[src/rtl/aesl_deadlock_pkg.sv]
// Shared constants for the userdma dataflow deadlock monitor.
// Defines process/stream counts and the bit positions inside the idle-flag vector.
package aesl_deadlock_pkg;

    localparam int unsigned NUM_PROC = 5;
    localparam int unsigned NUM_AXIS = 2;
    localparam int unsigned NUM_IDLE = 9;

    localparam int unsigned IDX_TOP_IDLE     = 5;
    localparam int unsigned IDX_AXIS0_OWN_LO = 6;
    localparam int unsigned IDX_AXIS0_OWN_HI = 7;
    localparam int unsigned IDX_AXIS1_OWN    = 8;

endpackage

[src/rtl/aesl_deadlock_persist.sv]
// Persistence filter: a saturating count of consecutive qualifying cycles and
// a registered flag that fires once the count reaches STALL_CYCLES.
module aesl_deadlock_persist #(
    parameter int unsigned STALL_CYCLES = 8
) (
    input  logic i_clk,
    input  logic i_rst,
    input  logic i_cond,
    output logic o_block
);

    localparam int unsigned CNT_W = $clog2(STALL_CYCLES + 1);
    localparam int unsigned CMP_W = CNT_W + 1;
    localparam logic [CNT_W-1:0] CNT_MAX = CNT_W'(STALL_CYCLES);

    logic [CNT_W-1:0] r_cnt;
    logic             r_block;
    logic             w_fire;

    // Compare cnt+1 in a widened domain so STALL_CYCLES=1 needs no special case.
    assign w_fire = (CMP_W'(r_cnt) + CMP_W'(1)) >= CMP_W'(STALL_CYCLES);

    always_ff @(posedge i_clk or posedge i_rst) begin
        if (i_rst) begin
            r_cnt   <= '0;
            r_block <= 1'b0;
        end else begin
            if (i_cond) begin
                if (r_cnt != CNT_MAX) begin
                    r_cnt <= r_cnt + CNT_W'(1);
                end
            end else begin
                r_cnt <= '0;
            end
            r_block <= i_cond & w_fire;
        end
    end

    assign o_block = r_block;

endmodule

[src/rtl/aesl_deadlock_idx0_monitor.sv]
// Deadlock detector for the five-process userdma dataflow region: flags when every
// active process is stalled on an internal channel with no stream wait pending.
module aesl_deadlock_idx0_monitor
    import aesl_deadlock_pkg::*;
#(
    parameter int unsigned STALL_CYCLES = 8
) (
    input  logic                clock,
    input  logic                reset,
    input  logic [NUM_AXIS-1:0] axis_block_sigs,
    input  logic [NUM_IDLE-1:0] inst_idle_sigs,
    input  logic [NUM_PROC-1:0] inst_block_sigs,
    output logic                block
);

    logic [NUM_PROC-1:0] w_active;
    logic [NUM_PROC-1:0] w_stalled;
    logic                w_axis_wait0;
    logic                w_axis_wait1;
    logic                w_ext_wait;
    logic                w_cond;

    assign w_active  = ~inst_idle_sigs[NUM_PROC-1:0];
    assign w_stalled = w_active & inst_block_sigs;

    // A stream wait only counts while its owning process is still running.
    assign w_axis_wait0 = axis_block_sigs[0]
                        & ~(inst_idle_sigs[IDX_AXIS0_OWN_LO] & inst_idle_sigs[IDX_AXIS0_OWN_HI]);
    assign w_axis_wait1 = axis_block_sigs[1] & ~inst_idle_sigs[IDX_AXIS1_OWN];
    assign w_ext_wait   = w_axis_wait0 | w_axis_wait1;

    assign w_cond = ~inst_idle_sigs[IDX_TOP_IDLE]
                  & (|w_active)
                  & (&(w_stalled | ~w_active))
                  & ~w_ext_wait;

    aesl_deadlock_persist #(
        .STALL_CYCLES(STALL_CYCLES)
    ) u_persist (
        .i_clk  (clock),
        .i_rst  (reset),
        .i_cond (w_cond),
        .o_block(block)
    );

endmodule

[config.mk]
export PLATFORM = sky130hd
export DESIGN_NAME = aesl_deadlock_idx0_monitor
export DESIGN_NICKNAME = d
export VERILOG_FILES = /design/src/rtl/aesl_deadlock_pkg.sv /design/src/rtl/aesl_deadlock_persist.sv /design/src/rtl/aesl_deadlock_idx0_monitor.sv
export SDC_FILE = /design/constraint.sdc
export NUM_CORES = 1
export LEC_CHECK = 0
export BUFFER_PORTS_ARGS = -buffer_cell sky130_fd_sc_hd__buf_2
export CELL_PAD_IN_SITES_DETAIL_PLACEMENT = 0
export CELL_PAD_IN_SITES_GLOBAL_PLACEMENT = 2
export CORE_MARGIN = 5
export CORE_UTILIZATION = 21
export DETAILED_ROUTE_END_ITERATION = 6
export PLACE_DENSITY = 0.78
export SLEW_MARGIN = 20
export SYNTH_ARGS = -nofsm -noshare
export SYNTH_HDL_FRONTEND = slang
export SYNTH_SLANG_ARGS = --single-unit
export TNS_END_PERCENT = 5
[constraint.sdc]
create_clock -name clock -period 1.45 [get_ports clock]
set_input_delay 0.0725 -clock clock [delete_from_list [all_inputs] [get_ports clock]]
set_output_delay 0.0725 -clock clock [all_outputs]
set_load 0.1 [all_outputs]
==> flow_summary.json <==
{
  "status": "finished, final reports clean",
  "rows": 14,
  "maxCapViolations": 0,
  "yosys-top-cells-area": "dfrtp_1 (39%), ha_1 (7.8%), nor3_1 (4.7%)",
  "p_comb_share_pct": 13.3,
  "cts_tree": "yes",
  "slew_violations": 0,
  "die_y_um": 49.1,
  "drt_iter0_markers": 0,
  "rsz0062_at_grt": "no",
  "wl_per_cell_um": 11.1,
  "initial_core_util_pct": 21.9,
  "yosysUniqueCellTypes": 22,
  "timing.rr.start": "u_persist.r_cnt[0]",
  "cts-root-buf": "clkbuf_4",
  "finalPower_mw": 0.359,
  "whs_endpoint": "u_persist.r_cnt[2]",
  "syn_avg_cell_area_um2": 9.46,
  "r2r_cells": 5,
  "syn_inst": 34,
  "powerDensity_nw_per_um2": 767,
  "area_delta_synth_final_pct": 45.5,
  "nFillCells": 163,
  "wl_um": 810,
  "worst-setup-path-type": "reg2reg",
  "p_leak_nw": 0.229,
  "arrival_ns": 1.37,
  "drc": 0,
  "min_from": "axis_block_sigs[0]",
  "cp.required_ns": 1.60,
  "final.period_utilization_pct": 84.0,
  "setup_viol": 0,
  "grt_pass1_vias": 336,
  "synth_top_area_share_pct": 38.9,
  "cp_max_fo": 5,
  "p_sw_mw": 0.0862,
  "hold_class": "in2reg",
  "nets": 78,
  "cts_buffer_depth": 2,
  "antenna_cells": 0,
  "grt-ovfl-total": 0,
  "slew-limit-headroom_pct": 67.8,
  "yosysTopAreaCell": "dfrtp_1",
  "vdd_drop_max_mv": 0.487,
  "cp-start-kind": "flip-flop",
  "yosysWarningCount": 0,
  "clk_pin_slew_worst_paths_ns": 0.05,
  "coreArea_um2": 1470,
  "cts_setup_buffers": 0,
  "regArea_um2": 125,
  "hold_viol": 0,
  "finClkSkew_ns": 0.00364,
  "ioPinCount": 19,
  "multi_input_area_um2": 185,
  "ys_seq_elements": 5,
  "clock.fmax_mhz": 821,
  "postRouteAntennaNets": 0,
  "hpwl_um": 665,
  "syn_nets": 54,
  "critPathCaptureType": "flip-flop",
  "seqPwrFrac_pct": 39.7,
  "timing.rr.end": "u_persist.r_cnt[0]",
  "ys_seq_area_share_pct": 38.9,
  "fin_hold_ws_ns": 0.215,
  "setup-tns-final_ns": 0,
  "vias_per_cell": 4.51,
  "track_usage_pct": 7.26,
  "port_buffers": 18,
  "htree_levels": 1,
  "route.vias.total": 329,
  "die_area_um2": 2410,
  "hold_path_depth": 3,
  "firstDrtPassIters": 1,
  "antenna_found_initial": 0,
  "r2r_slack_ns": 0.23,
  "cts_sinks": 5,
  "sw_frac_of_total_pct": 24.0,
  "fp.dieW_um": 49.1,
  "clk_latency_ns": 0.25,
  "clkPwrFrac_pct": 47.0,
  "ctsResizeCount": 0,
  "drive_above_1_share_pct": 36.8,
  "finalCriticalPeriod_ns": 1.22,
  "fin_util_pct": 31.8,
  "grt_max_degree": 6,
  "worstMarginPinSlew_ns": 0.486,
  "grt_pass1_wl_um": 1370,
  "cts_made_buffers": 3,
  "p_int_mw": 0.273,
  "gp_congestion": 0.731,
  "syn_area_um2": 322
}
-- worst max-delay path, cell delays in order (launching register included) --
cell and delay, ns:
dfrtp_1 0.42, inv_1 0.08, ha_1 0.16, nand3b_1 0.13, xnor2_1 0.15, nor3_1 0.18
-- worst max path at each step --
stage                       start                 end  slack (ns)  depth (start not counted)
2_1_floorplan  u_persist.r_cnt[0]  u_persist.r_cnt[1]        0.33                          5
3_3_place_gp   u_persist.r_cnt[0]  u_persist.r_cnt[1]        0.23                          5
3_5_place_dp   u_persist.r_cnt[0]  u_persist.r_cnt[0]        0.23                          5
4_1_cts        u_persist.r_cnt[0]  u_persist.r_cnt[0]        0.21                          5
5_1_grt        u_persist.r_cnt[0]  u_persist.r_cnt[0]        0.14                          5
6_report       u_persist.r_cnt[0]  u_persist.r_cnt[0]        0.23                          5
-- cell families (layout without fill, tap and decap cells) --
| logic type | after synthesis | in the layout | share of synthesized area, % |
|---|---|---|---|
| AOI/OAI and AO/OA | 6 | 6 | 14.8 |
| xor gates and xnor gates | 2 | 2 | 5.45 |
| adders and majority gates | 2 | 2 | 7.78 |
| buffers and inverters | 3 | 26 | 3.50 |
| DFF | 5 | 5 | 38.9 |
| muxes | 1 | 1 | 3.11 |
| and+or+nand+nor | 15 | 15 | 26.5 |
-- metrics by stage --
step	worst slack (ns)	instances	area, um^2
2_1_floorplan	0.332	34	322
3_3_place_gp	0.229	68	432
3_5_place_dp	0.230	68	432
4_1_cts	0.209	73	468
5_1_grt	0.137	73	468
6_report	0.232	73	468
-- flip-flops by register name (all words and copies together) (netlist names) --
signal / flops
u_persist.r_cnt: 4
u_persist.o_block: 1
-- metal layers --
layer	track usage, %	wire [um]
met5	0	0
met3	4.89	130
met4	4.04	14
met2	11.2	347
met1	7.22	318
-- cells in the final DEF, fill, tap and decap left out, types with 2 or more instances in the layout --
cell | Yosys | routed
buf_2 | 0 | 18
dfrtp_1 | 5 | 5
nor3_1 | 3 | 3
inv_1 | 3 | 3
clkbuf_4 | 0 | 3
nor2_1 | 2 | 2
nand2_1 | 2 | 2
nand3b_1 | 2 | 2
ha_1 | 2 | 2
-- layout make-up --
| cell class | instances | share of cell area [%] |
|---|---|---|
| Tap cell | 16 | 4.28 |
| Sequential cell | 5 | 26.7 |
| Multi-Input combinational cell | 26 | 39.6 |
| Timing Repair Buffer | 19 | 21.4 |
| Inverter | 3 | 2.41 |
| Clock buffer | 4 | 5.61 |
-- Yosys cell counts --
master	count
xor2_1	1
nand3_1	1
ha_1	2
a211oi_1	1
xnor2_1	1
nor2b_1	1
o21bai_1	1
nor3b_1	1
a31oi_1	1
a2111o_1	1
a211o_1	1
nor2_1	2
nand2b_1	1
nand2_1	2
nor4_1	1
mux2i_1	1
o22ai_1	1
nor3_1	3
dfrtp_1	5
inv_1	3
and4_1	1
nand3b_1	2
-- what timing repair did --
action / 4_1_cts / 5_1_grt
hold buffers: 1 / 0
setup endpoints to repair: 0 / 0
hold endpoints to repair: 5 / 0
-- power by group through the flow --
stage	sequential, mW	clock, mW	combinational, mW
after detailed placement	0.145	0	0.0462
after global routing	0.143	0.183	0.0539
after CTS	0.143	0.171	0.0486
after floorplan	0.144	0	0.0192
after global placement	0.145	0	0.0461
final	0.143	0.169	0.0476
Note: power is estimated with default switching activity, not from simulation.
